## src/rtl/unified_cache_bank_bypass_arb.sv

```systemverilog
// Cache-off bypass bank: round-robin / critical-first arbiter onto one registered miss channel,
// outstanding-miss limiter and a 2-entry return FIFO.

`ifndef UNIFIED_CACHE_PACKET_WIDTH_IN_BITS
`define UNIFIED_CACHE_PACKET_WIDTH_IN_BITS 64
`endif

module unified_cache_bank_bypass_arb #(
    parameter int unsigned NUM_INPUT_PORT       = 4,
    parameter int unsigned PACKET_WIDTH_IN_BITS = `UNIFIED_CACHE_PACKET_WIDTH_IN_BITS,
    parameter int unsigned MAX_OUTSTANDING      = 4,
    parameter int unsigned AGE_LIMIT            = 8,
    parameter int unsigned BANK_NUM             = 0
) (
    input  logic                                           clk_in,
    input  logic                                           reset_in,
    input  logic [NUM_INPUT_PORT*PACKET_WIDTH_IN_BITS-1:0] input_request_flatted_in,
    input  logic [NUM_INPUT_PORT-1:0]                      input_request_valid_flatted_in,
    input  logic [NUM_INPUT_PORT-1:0]                      input_request_critical_flatted_in,
    output logic [NUM_INPUT_PORT-1:0]                      input_request_ack_out,
    input  logic [PACKET_WIDTH_IN_BITS-1:0]                fetched_request_in,
    input  logic                                           fetched_request_valid_in,
    output logic                                           fetch_ack_out,
    output logic [PACKET_WIDTH_IN_BITS-1:0]                miss_request_out,
    output logic                                           miss_request_valid_out,
    output logic                                           miss_request_critical_out,
    input  logic                                           miss_request_ack_in,
    output logic [PACKET_WIDTH_IN_BITS-1:0]                writeback_request_out,
    output logic                                           writeback_request_valid_out,
    output logic                                           writeback_request_critical_out,
    input  logic                                           writeback_request_ack_in,
    output logic [PACKET_WIDTH_IN_BITS-1:0]                return_request_out,
    output logic                                           return_request_valid_out,
    output logic                                           return_request_critical_out,
    input  logic                                           return_request_ack_in,
    output logic                                           error_unexpected_fetch_out
);

    localparam int unsigned W    = PACKET_WIDTH_IN_BITS;
    localparam int unsigned N    = NUM_INPUT_PORT;
    localparam int unsigned PtrW = $clog2(N);
    localparam int unsigned AgeW = $clog2(AGE_LIMIT + 1);
    localparam int unsigned CntW = $clog2(MAX_OUTSTANDING + 1);

    logic [PtrW-1:0] rr_ptr_q, rr_ptr_d;
    logic [AgeW-1:0] age_q [N];
    logic [AgeW-1:0] age_d [N];
    logic [CntW-1:0] out_cnt_q, out_cnt_d;
    logic            err_q, err_d;

    logic [W-1:0]    miss_pkt_q, miss_pkt_d;
    logic            miss_valid_q, miss_valid_d;
    logic            miss_crit_q, miss_crit_d;

    logic [W-1:0]    fifo_mem_q [2];
    logic            fifo_wr_q, fifo_rd_q;
    logic [1:0]      fifo_cnt_q, fifo_cnt_d;

    logic [N-1:0]    eff_crit, cand, grant;
    logic [PtrW-1:0] grant_idx;
    logic            grant_any, grant_en, slot_free, found;
    logic [W-1:0]    grant_pkt;
    logic            grant_crit;
    logic            fetch_xfer, ret_xfer;

    // Writeback ack and bank id have no function in the bypass bank.
    logic unused_sig;
    assign unused_sig = ^{writeback_request_ack_in, 32'(BANK_NUM)};

    always_comb begin
        for (int i = 0; i < N; i++) begin
            eff_crit[i] = input_request_critical_flatted_in[i] || (age_q[i] == AgeW'(AGE_LIMIT));
        end
    end

    assign slot_free = !miss_valid_q || miss_request_ack_in;
    assign grant_en  = reset_in && slot_free && (out_cnt_q < CntW'(MAX_OUTSTANDING));

    always_comb begin
        cand = input_request_valid_flatted_in;
        if (|(input_request_valid_flatted_in & eff_crit)) begin
            cand = input_request_valid_flatted_in & eff_crit;
        end
    end

    // Round-robin search starting at rr_ptr, first hit wins.
    always_comb begin
        grant     = '0;
        grant_idx = '0;
        found     = 1'b0;
        for (int k = 0; k < N; k++) begin
            if (!found && grant_en && cand[(int'(rr_ptr_q) + k) % N]) begin
                found                             = 1'b1;
                grant[(int'(rr_ptr_q) + k) % N]   = 1'b1;
                grant_idx                         = PtrW'((int'(rr_ptr_q) + k) % N);
            end
        end
    end

    assign grant_any = |grant;

    always_comb begin
        grant_pkt = '0;
        for (int i = 0; i < N; i++) begin
            if (grant[i]) begin
                grant_pkt = input_request_flatted_in[i*W +: W];
            end
        end
    end

    assign grant_crit = |(grant & eff_crit);

    assign fetch_ack_out = reset_in && (fifo_cnt_q != 2'd2);
    assign fetch_xfer    = fetched_request_valid_in && fetch_ack_out;
    assign ret_xfer      = (fifo_cnt_q != 2'd0) && return_request_ack_in;

    always_comb begin
        rr_ptr_d     = rr_ptr_q;
        miss_pkt_d   = miss_pkt_q;
        miss_valid_d = miss_valid_q;
        miss_crit_d  = miss_crit_q;
        if (grant_any) begin
            miss_pkt_d   = grant_pkt;
            miss_valid_d = 1'b1;
            miss_crit_d  = grant_crit;
            rr_ptr_d     = (grant_idx == PtrW'(N - 1)) ? '0 : grant_idx + 1'b1;
        end else if (miss_request_ack_in) begin
            miss_valid_d = 1'b0;
        end
    end

    always_comb begin
        for (int i = 0; i < N; i++) begin
            age_d[i] = age_q[i];
            if (!input_request_valid_flatted_in[i] || grant[i]) begin
                age_d[i] = '0;
            end else if (age_q[i] < AgeW'(AGE_LIMIT)) begin
                age_d[i] = age_q[i] + 1'b1;
            end
        end
    end

    // A fetch with nothing outstanding is still accepted; it only raises the sticky error.
    always_comb begin
        out_cnt_d = out_cnt_q;
        err_d     = err_q || (fetch_xfer && (out_cnt_q == '0));
        if (grant_any && !fetch_xfer) begin
            out_cnt_d = out_cnt_q + 1'b1;
        end else if (!grant_any && fetch_xfer && (out_cnt_q != '0)) begin
            out_cnt_d = out_cnt_q - 1'b1;
        end
    end

    always_comb begin
        fifo_cnt_d = fifo_cnt_q;
        if (fetch_xfer && !ret_xfer) begin
            fifo_cnt_d = fifo_cnt_q + 2'd1;
        end else if (!fetch_xfer && ret_xfer) begin
            fifo_cnt_d = fifo_cnt_q - 2'd1;
        end
    end

    always_ff @(posedge clk_in or negedge reset_in) begin
        if (!reset_in) begin
            rr_ptr_q      <= '0;
            out_cnt_q     <= '0;
            err_q         <= 1'b0;
            miss_pkt_q    <= '0;
            miss_valid_q  <= 1'b0;
            miss_crit_q   <= 1'b0;
            fifo_wr_q     <= 1'b0;
            fifo_rd_q     <= 1'b0;
            fifo_cnt_q    <= 2'd0;
            fifo_mem_q[0] <= '0;
            fifo_mem_q[1] <= '0;
            for (int i = 0; i < N; i++) begin
                age_q[i] <= '0;
            end
        end else begin
            rr_ptr_q     <= rr_ptr_d;
            out_cnt_q    <= out_cnt_d;
            err_q        <= err_d;
            miss_pkt_q   <= miss_pkt_d;
            miss_valid_q <= miss_valid_d;
            miss_crit_q  <= miss_crit_d;
            fifo_cnt_q   <= fifo_cnt_d;
            for (int i = 0; i < N; i++) begin
                age_q[i] <= age_d[i];
            end
            if (fetch_xfer) begin
                fifo_mem_q[fifo_wr_q] <= fetched_request_in;
                fifo_wr_q             <= !fifo_wr_q;
            end
            if (ret_xfer) begin
                fifo_rd_q <= !fifo_rd_q;
            end
        end
    end

    assign input_request_ack_out          = grant;
    assign miss_request_out               = miss_pkt_q;
    assign miss_request_valid_out         = miss_valid_q;
    assign miss_request_critical_out      = miss_crit_q;
    assign writeback_request_out          = '0;
    assign writeback_request_valid_out    = 1'b0;
    assign writeback_request_critical_out = 1'b0;
    assign return_request_out             = fifo_mem_q[fifo_rd_q];
    assign return_request_valid_out       = (fifo_cnt_q != 2'd0);
    assign return_request_critical_out    = 1'b1;
    assign error_unexpected_fetch_out     = err_q;

endmodule

```

## config.mk

```make
export PLATFORM = sky130hd
export DESIGN_NAME = unified_cache_bank_bypass_arb
export DESIGN_NICKNAME = d
export VERILOG_FILES = /design/src/rtl/unified_cache_bank_bypass_arb.sv
export SDC_FILE = /design/constraint.sdc
export NUM_CORES = 1
export LEC_CHECK = 0
export ABC_AREA = 1
export CELL_PAD_IN_SITES_DETAIL_PLACEMENT = 1
export CELL_PAD_IN_SITES_GLOBAL_PLACEMENT = 2
export CORE_AREA = 2 2 207 209
export CTS_CLUSTER_SIZE = 14
export DETAILED_ROUTE_END_ITERATION = 6
export DIE_AREA = 0 0 209 211
export DONT_BUFFER_PORTS = 1
export GPL_TIMING_DRIVEN = 0
export PLACE_DENSITY = 0.81
export SLEW_MARGIN = 20
export SYNTH_ARGS = -nofsm -noshare
export SYNTH_HDL_FRONTEND = slang
export SYNTH_SLANG_ARGS = --single-unit
```

## constraint.sdc

```tcl
create_clock -name clk_in -period 3.3 [get_ports clk_in]
set_clock_uncertainty 0.15 [all_clocks]
set_input_delay 0 -clock clk_in [delete_from_list [all_inputs] [get_ports clk_in]]
set_output_delay 0 -clock clk_in [all_outputs]
set_load 0.02 [all_outputs]
```

Yosys cells after proc, flatten, opt, wreduce, memory -nomap -nowiden:

Index checks and enable logic that the tools add are counted.

* flip-flop bits (word level): 220
* output and inout port bits: 204

* $add $sub $neg: 12
* $lt $le $gt $ge: 16
* eq/ne operators: 6
* muxes and demuxes: 53
* bitwise gates (word level): 7
* reductions and logical operators: 59

Operators by type and width (number)
* two-way mux 64 bit: 8
* bitwise mux 128 bit: 1
* demux 64 bit (select 1 bit): 1
* two-way mux 4 bit: 13
* logical AND 1 bit: 23
* adder 4 x 1 -> 4 bit (second input constant): 4
* == test 4 bit (second input constant): 4
* < comparator 4 bit (second input constant): 4
* nonzero test 2 bit: 8
* two-way mux 2 bit: 7
* logical NOT 1 bit: 13
* two-way mux 1 bit: 13
* < comparator 2 x 3 -> 1 bit (second input constant): 4
* OR 4 bit: 3
* OR reduction 4 bit: 3
* logical OR 1 bit: 10
* AND 4 bit: 2
* binary-select mux 1 bit (select 2 bit): 4
* demux 1 bit (select 2 bit): 4
* >= comparator 2 x 1 -> 1 bit (second input constant): 4
* adder 2 x 1 -> 2 bit (second input constant): 3
* two-way mux 3 bit: 2
* adder 2 bit (second input constant): 2
* >= comparator 2 bit (second input constant): 2
* other kinds (10): 11

Longest topological paths before layout:

Gate-level depths: netlist of the first run.

* depth in word-level cells: 27
* mapped depth: 26
* depth with buffers taken out: 25

Worst setup path before layout of the first run:

Ideal clock, no wire load.

* path type: register -> register
* from: reg age_q[12] in the netlist's numbering
* to: reg out_cnt_q[2]
* arrival time: 2.737 ns
* path slack: 0.351 ns
* stages on the path, launching flop included: 25
* buffers on the path: 0
* cells stage by stage: dfrtp_1 -> inv_1 -> ha_1 -> nand3_1 -> nand2_1 -> nand2_1 -> nand2_1 -> nor2_2 -> nand2_1 -> nand2_1 -> nand2_1 -> nand3_1 -> nand2_2 -> nor2_2 -> a21oi_1 -> nand3_2 -> nor2_2 -> nand2_2 -> nand2_1 -> fa_1 -> inv_1 -> nand4_1 -> nand3_1 -> nand2_1 -> inv_1

* longest elaborated chain between the ends: 26

Ends and longest elaborated chain
* from (decl): line 46 `logic [AgeW-1:0] age_q [N];`
* from (signal, indexed assignment): line 188 `age_q[i] <= age_d[i];`
* == test 4 bit (*): line 72 `eff_crit[i] = input_request_critical_flatted_in[i] || (age_q[i] == AgeW'(AGE_LIMIT));`
* logical OR 1 bit (*): line 72
* AND 4 bit (*): line 81, 82
* OR reduction 4 bit: line 81 `if (|(input_request_valid_flatted_in & eff_crit)) begin`
* two-way mux 4 bit (*): line 81
* binary-select mux 1 bit (select 2 bit): line 92 `if (!found && grant_en && cand[(int'(rr_ptr_q) + k) % N]) begin`
* two-way mux 1 bit (implied by the code): line 92
* logical AND 1 bit: line 92
* [8 not listed]
* two-way mux 1 bit: line 92
* logical NOT 1 bit: line 92
* logical AND 1 bit (2 in series): line 92
* two-way mux 4 bit (*): line 92
* OR reduction 4 bit (*): line 100 `assign grant_any = |grant;`
* logical NOT 1 bit: line 149 `end else if (!grant_any && fetch_xfer && (out_cnt_q != '0)) begin`
* logical AND 1 bit (2 in series): line 149
* nonzero test 2 bit (no source line)
* to (signal assigned): line 181 `out_cnt_q <= out_cnt_d;`
* to (decl): line 48 `logic [CntW-1:0] out_cnt_q, out_cnt_d;`

Every way passes the cells marked *; elsewhere a longest branch is shown, timed or not. The select of a mux whose other input is x is not followed.
A chain may end at the register's enable or synchronous reset.

Worst setup path after layout of the first run:

* from: reg age_q[0] in the netlist's numbering
* to: reg miss_pkt_q[14] (netlist: miss_request_out[14])

* longest elaborated chain between the ends: 25

Ends and longest elaborated chain
* == test 4 bit (*): line 72
* logical OR 1 bit (*): line 72
* AND 4 bit (*): line 81, 82
* OR reduction 4 bit: line 81
* two-way mux 4 bit (*): line 81
* binary-select mux 1 bit (select 2 bit): line 92
* two-way mux 1 bit (implied by the code): line 92
* logical AND 1 bit: line 92
* [4 not listed]
* two-way mux 1 bit: line 92
* logical NOT 1 bit: line 92
* logical AND 1 bit (2 in series): line 92
* two-way mux 1 bit: line 92
* logical NOT 1 bit: line 92
* logical AND 1 bit (2 in series): line 92
* two-way mux 4 bit (*): line 92
* two-way mux 64 bit (4 in series): line 105 `if (grant[i]) begin`
* to (signal assigned): line 183 `miss_pkt_q <= miss_pkt_d;`
* to (decl): line 51 `logic [W-1:0] miss_pkt_q, miss_pkt_d;`

Marked as above.

==> flow_summary_export.csv, run 1 <==
group,metric,value,unit
placed_design,io_buffers,0,
cts,cts_root_buf,"clkbuf_16",
drt,ant_nets,0,
critical_path,cp-endpoint,"miss_request_out[14]$_DFFE_PN0P_",
global_routing,antenna_found_initial,9,
die,die_w,209,um
run_status,outcome,"complete, but fails checks",
cts,clock-sinks,220,
power_and_ir_drop,power.density,915.8,nW/um2
die,pin_count,538,
global_routing,grt_pass1_vias,15250,
logic_synthesis,synthTopCellsByArea,"dfrtp_1 (44%), nand2_1 (17%), o21ai_0 (6.3%)",
sta,holdWs,-1004,ps
critical_path,cp.required,3570,ps
logic_synthesis,yosysTopAreaCellShare,44.25,%
cts,htree_levels,1,
global_routing,gr-usage-all-layers,27.41,%
finish,synthToLayoutAreaGrowth,56.16,%
die,core,41760,um2
logic_synthesis,avgSynthCellArea,7.610,um2
critical_path,rr_worst_depth,19,
run_status,violations,"negative hold slack, negative setup slack",
finish,final_cell_mix,"nand2_1 (548), dlygate4sd3_1 (410), dfrtp_1 (218)",
sta,rsz0062_at_grt,"yes",
placed_design,place_area,13360,um2
sta,finalHoldViolCount,220,
critical_path,rr_startpoint,"age_q[0]$_DFFE_PN0P_",
die,fp.dieArea,44100,um2
cts,clk_pin_slew,60,ps
placed_design,dp_hpwl,38880,um
drt,dr.pass1.iters,6,
sta,slew_headroom,29.75,%
logic_synthesis,syn_inst,1635,
cts,hold_buffers,410,
logic_synthesis,yosysSeqAreaShare,44.25,%
cts,numCtsBuffers,27,
finish,final_common_cell,"nand2_1",
sta,setup_viol,3,
logic_synthesis,synth-edff-count,0,
drt,vias,14210,
power_and_ir_drop,p_leak,9.524,nW
drt,drc,0,
sta,timing.fmax,287.4,MHz
placed_design,place_congestion,0.8985,
finish,drive_above_1_share,17.02,%
finish,final_cell_area,19430,um2
finish,nets,2529,
min_path,hold_class,"primary input to asynchronous set/reset pin",
logic_synthesis,synth-async-reset-ratio,100.0,%
placed_design,place_worst_setup_slack,-780.5,ps
critical_path,critPathLaunchType,"register",
global_routing,gr-total-overflow,0,
cts,insertion_delay,560,ps
sta,worst_slack,-179.7,ps
logic_synthesis,yosysWarnings,0,
logic_synthesis,syn_area,12440,um2
critical_path,critPathMaxFanout,10,
global_routing,grt_first_pass_wirelength,93060,um
logic_synthesis,ys_ff_latch,220,
sta,slew_viol_final,0,
logic_synthesis,synth_ff_type,"dfrtp_1",
critical_path,arrival,3750,ps
cts,clock_path_buffers,3,
die,initial_utilization,29.79,%
drt,drt_iter0_markers,941,
logic_synthesis,yosys.area.top_type,"dfrtp_1",
global_routing,grt_max_degree,222,
critical_path,r2r-end,"miss_request_out[14]$_DFFE_PN0P_",
critical_path,r2r_slack,-180,ps
die,num_rows,75,
job,drv_cap,0,
critical_path,startpoint,"age_q[0]$_DFFE_PN0P_",
sta,setup_tns,-214.6,ps
drt,viasPerCell,5.167,
sta,finalCriticalPeriod,3480,ps
sta,fin_crit_sh,105.4,%
die,die_h,211,um
critical_path,end_kind,"register",
power_and_ir_drop,irDropWorstVdd,396.0,uV
logic_synthesis,ys_types,33,
drt,wire_per_inst,23.86,um
cts,cts_tree,"yes",
sta,max_slew.worst_pin.slew,1043,ps
drt,drt-total-wl,65600,um
critical_path,critPathKind,"register to register",
final cells by class:
class / count / area [um2]
repair buffers: 450 / 4464
flip-flops and latches: 220 / 5508
multi-input cells: 1154 / 6053
plain buffers: 157 / 1172
clock inverters: 8 / 60.06
diodes: 13 / 32.53
well taps: 539 / 674.4
fillers: 4932 / 22330
inverters: 168 / 646.9
clock buffers: 41 / 818.3
report_power, final:
part	internal, mW	total, mW	switching [mW]	leakage, nW
Clock	1.71	2.97	1.26	0.433
Combinational	3.18	9.33	6.15	6.42
Sequential	4.05	5.49	1.44	2.67
Total	8.94	17.8	8.86	9.52
cell families after synthesis:
kind of cell,after synthesis,synth area share (%)
compound gates,352,14.40
xor+xnor,5,0.3520
fa+ha+maj,17,1.770
buf+inv,326,12.84
flops,220,44.25
mux,64,5.792
other cells,2,0.06036
simple gates,649,20.54
critical path, cell delays in order (launching register included):
cell and delay, ps:
dfrtp_1 380, inv_1 90, ha_2 180, nand3_2 80
nand2_2 120, nand2_4 80, nand2_4 80, nor2_4 50
nand2_2 60, nand3_1 130, nand3_1 150, nand2_4 140
nor2_4 270, nand3_2 130, nand3_4 130, inv_2 50
buf_4 200, clkbuf_2 320, o21ai_2 380, nand2_1 140
cells in the mapped netlist, types with 3 or more instances:
library cell,n
buf_4,79
a21oi_1,145
nand3_2,6
buf_1,4
o21ai_1,41
nand3_1,39
inv_1,164
nor2_2,6
dfrtp_1,220
ha_1,16
nor2_1,13
a211oi_1,4
clkbuf_1,41
inv_2,4
nand4_1,3
buf_6,4
o21ai_0,156
mux2_2,64
buf_2,29
nand2_1,577
xor2_1,3
metrics by stage:
step | cells | power (mW) | hold slack [ps] | utilization (%)
6_report | 2750 | 17.79 | -1004 | 46.53
2_1_floorplan | 1700 | 10.38 | -445.6 | -
4_1_cts | 2707 | 16.43 | -1044 | 44.61
3_3_place_gp | 2239 | 12.42 | -440.7 | 31.99
5_1_grt | 2746 | 18.77 | -1042 | 46.50
3_5_place_dp | 2239 | 12.71 | -439.7 | 31.99
per-layer routing:
layer / part of all wire (%) / GRT usage (%)
met1: 37 / 30.98
met2: 49 / 48.23
met3: 7.6 / 6.661
met4: 5.7 / 13.89
met5: 0 / 0
state kept, by name, indices dropped and copies added (netlist names), 2 cells and up:
register          flops
rr_ptr_q              2
out_cnt_q             3
fifo_mem_q          128
miss_request_out     64
fifo_cnt_q            2
age_q                16
what timing repair did:
item | 4_1_cts | 5_1_grt
gates resized for setup | 63 | 146
setup buffers | 9 | 29
pin swaps | 7 | 34
hold endpoints to repair | 439 | 220
endpoints found under the setup margin | 135 | 77
cloned | 0 | 2
worst min path at each step:
stage,endpoint,slack (ps),depth (start not counted)
after floorplan,age_q[0]$_DFFE_PN0P_,-450,0
after global placement,fifo_mem_q[82]$_DFFE_PN0P_,-440,0
after detailed placement,fifo_mem_q[18]$_DFFE_PN0P_,-440,0
after CTS,miss_request_out[42]$_DFFE_PN0P_,-1040,0
after global routing,fifo_mem_q[21]$_DFFE_PN0P_,-1040,0
final,fifo_mem_q[82]$_DFFE_PN0P_,-1000,0
Power figures use the tool's default switching activity.
==> inputs of run 2 (changes only) <==
ABC_AREA = 0   (was 1)
MAX_ROUTING_LAYER = met4   (was default)
PLACE_DENSITY = 0.71   (was 0.81)
==> run 2 against run 1 <==
  * The flow now stops in clock tree synthesis (4_1_cts)
  * Area after synthesis is 6.2% lower
  * Synthesized cell count is 38% lower
==> flow_summary_export.csv, run 2 <==
group,metric,value,unit
run_status,outcome,"did not finish",
run_status,lastStage,"clock tree synthesis (4_1_cts)",
run_status,error_line,"[ERROR RSZ-0060] Max buffer count reached.",
die,die_w,209,um
logic_synthesis,syn_area,11670,um2
die,num_rows,75,
logic_synthesis,synth_ff_type,"dfrtp_1",
logic_synthesis,yosys.cell_count.top_type,"dfrtp_1",
logic_synthesis,ys_ff_latch,220,
die,pin_count,538,
logic_synthesis,yosysTopAreaCellShare,47.16,%
placed_design,place_worst_setup_slack,-1664,ps
logic_synthesis,synth-edff-count,0,
placed_design,dp_hpwl,34940,um
logic_synthesis,yosysSeqAreaShare,47.16,%
cts,post_cts.repair.setup_buffers,44,
cts,htree_levels,1,
placed_design,io_buffers,0,
placed_design,place_congestion,0.9027,
placed_design,dp_cells,1620,
logic_synthesis,synth-async-reset-ratio,100.0,%
logic_synthesis,yosysWarnings,0,
logic_synthesis,avgSynthCellArea,11.49,um2
cts,clock-sinks,220,
cts,cts_root_buf,"clkbuf_16",
logic_synthesis,synthTopCellsByCount,"dfrtp_1 (220), mux2_2 (192), nor2_1 (88), buf_4 (69)",
cts,clock_path_buffers,3,
cts,numCtsBuffers,26,
cts,cts_resized,234,
logic_synthesis,synthTopCellsByArea,"dfrtp_1 (47%), mux2_2 (19%), a221oi_1 (4.8%)",
die,initial_utilization,27.96,%
cts,hold_buffers,344,
die,die_h,211,um
logic_synthesis,yosys.area.top_type,"dfrtp_1",
logic_synthesis,ys_types,65,
logic_synthesis,syn_inst,1016,
==> run 2: cell count changes after synthesis, moves of 75 or more <==
cell     delta
nand2_1   -552
inv_1     -150
o21ai_0   -148
a21oi_1   -142
mux2_2    +128
nor2_1     +75
==> run 2: kinds of logic after synthesis <==
logic type      share of synthesized area, %
compound gates                         17.18
buf+inv                                7.471
simple gates                           6.238
xor+xnor                               1.050
mux                                    18.95
other cells                          0.06433
fa+ha+maj                              1.886
flops                                  47.16
==> run 2: per-stage QoR <==
stage	hold WS [ps]	setup TNS, ps	area [um2]
2_1_floorplan	-445.6	-22280	12040
3_5_place_dp	-441.0	-117360	12710
3_3_place_gp	-440.8	-104510	12710
==> inputs of run 3 (changes only) <==
CELL_PAD_IN_SITES_DETAIL_PLACEMENT = default   (was 1)
CELL_PAD_IN_SITES_GLOBAL_PLACEMENT = default   (was 2)
CORE_AREA = default   (was 2 2 207 209)
CORE_UTILIZATION = 20   (was default)
CTS_CLUSTER_SIZE = default   (was 14)
DIE_AREA = default   (was 0 0 209 211)
MAX_ROUTING_LAYER = default   (was met4)
PLACE_DENSITY = default   (was 0.71)
PLACE_DENSITY_LB_ADDON = 0.15   (was default)
==> run 3 against run 2 <==
  * The run again fails in clock tree synthesis (4_1_cts)
  * Area after synthesis stayed put
  * Synthesized cell count stayed put
==> flow_summary_export.csv, run 3 <==
group,metric,value,unit
cts,numCtsBuffers,29,
logic_synthesis,synth_ff_type,"dfrtp_1",
die,pin_count,538,
cts,hold_buffers,393,
logic_synthesis,ys_ff_latch,220,
placed_design,dp_hpwl,36110,um
cts,clock-sinks,220,
logic_synthesis,yosys.cell_count.top_type,"dfrtp_1",
logic_synthesis,syn_area,11670,um2
logic_synthesis,ys_types,65,
logic_synthesis,synth-edff-count,0,
cts,post_cts.repair.setup_buffers,55,
placed_design,place_congestion,0.9674,
die,initial_utilization,20.23,%
cts,htree_levels,1,
logic_synthesis,synthTopCellsByCount,"dfrtp_1 (220), mux2_2 (192), nor2_1 (88), buf_4 (69)",
placed_design,io_buffers,0,
logic_synthesis,yosys.area.top_type,"dfrtp_1",
logic_synthesis,avgSynthCellArea,11.49,um2
logic_synthesis,synthTopCellsByArea,"dfrtp_1 (47%), mux2_2 (19%), a221oi_1 (4.8%)",
logic_synthesis,yosysSeqAreaShare,47.16,%
cts,cts_resized,309,
logic_synthesis,yosysWarnings,0,
die,num_rows,88,
run_status,outcome,"did not finish",
logic_synthesis,yosysTopAreaCellShare,47.16,%
die,die_h,243.6,um
logic_synthesis,synth-async-reset-ratio,100.0,%
cts,clock_path_buffers,3,
placed_design,place_area,12990,um2
run_status,error_line,"[ERROR RSZ-0060] Max buffer count reached.",
logic_synthesis,syn_inst,1016,
cts,cts_root_buf,"clkbuf_16",
die,die_w,243.6,um
run_status,lastStage,"clock tree synthesis (4_1_cts)",
[run 3: per-stage QoR]
| stage | utilization [%] | setup WS (ps) | instances | TNS (ps) | hold slack [ps] |
|---|---|---|---|---|---|
| floorplan | - | -512.5 | 1081 | -22280 | -445.6 |
| global placement | 22.52 | -1794 | 1846 | -114770 | -436.8 |
| detailed placement | 22.52 | -1592 | 1846 | -105220 | -437.0 |
[run 3: cell families after synthesis]
logic type / Yosys count / share of synthesized area (%)
AND/OR/NAND/NOR: 160 / 6.238
other: 2 / 0.06433
adder cells (fa/ha/maj): 17 / 1.886
AO/OA/AOI/OAI: 249 / 17.18
flip-flops: 220 / 47.16
buffers and inverters: 157 / 7.471
XOR/XNOR: 14 / 1.050
multiplexers: 197 / 18.95
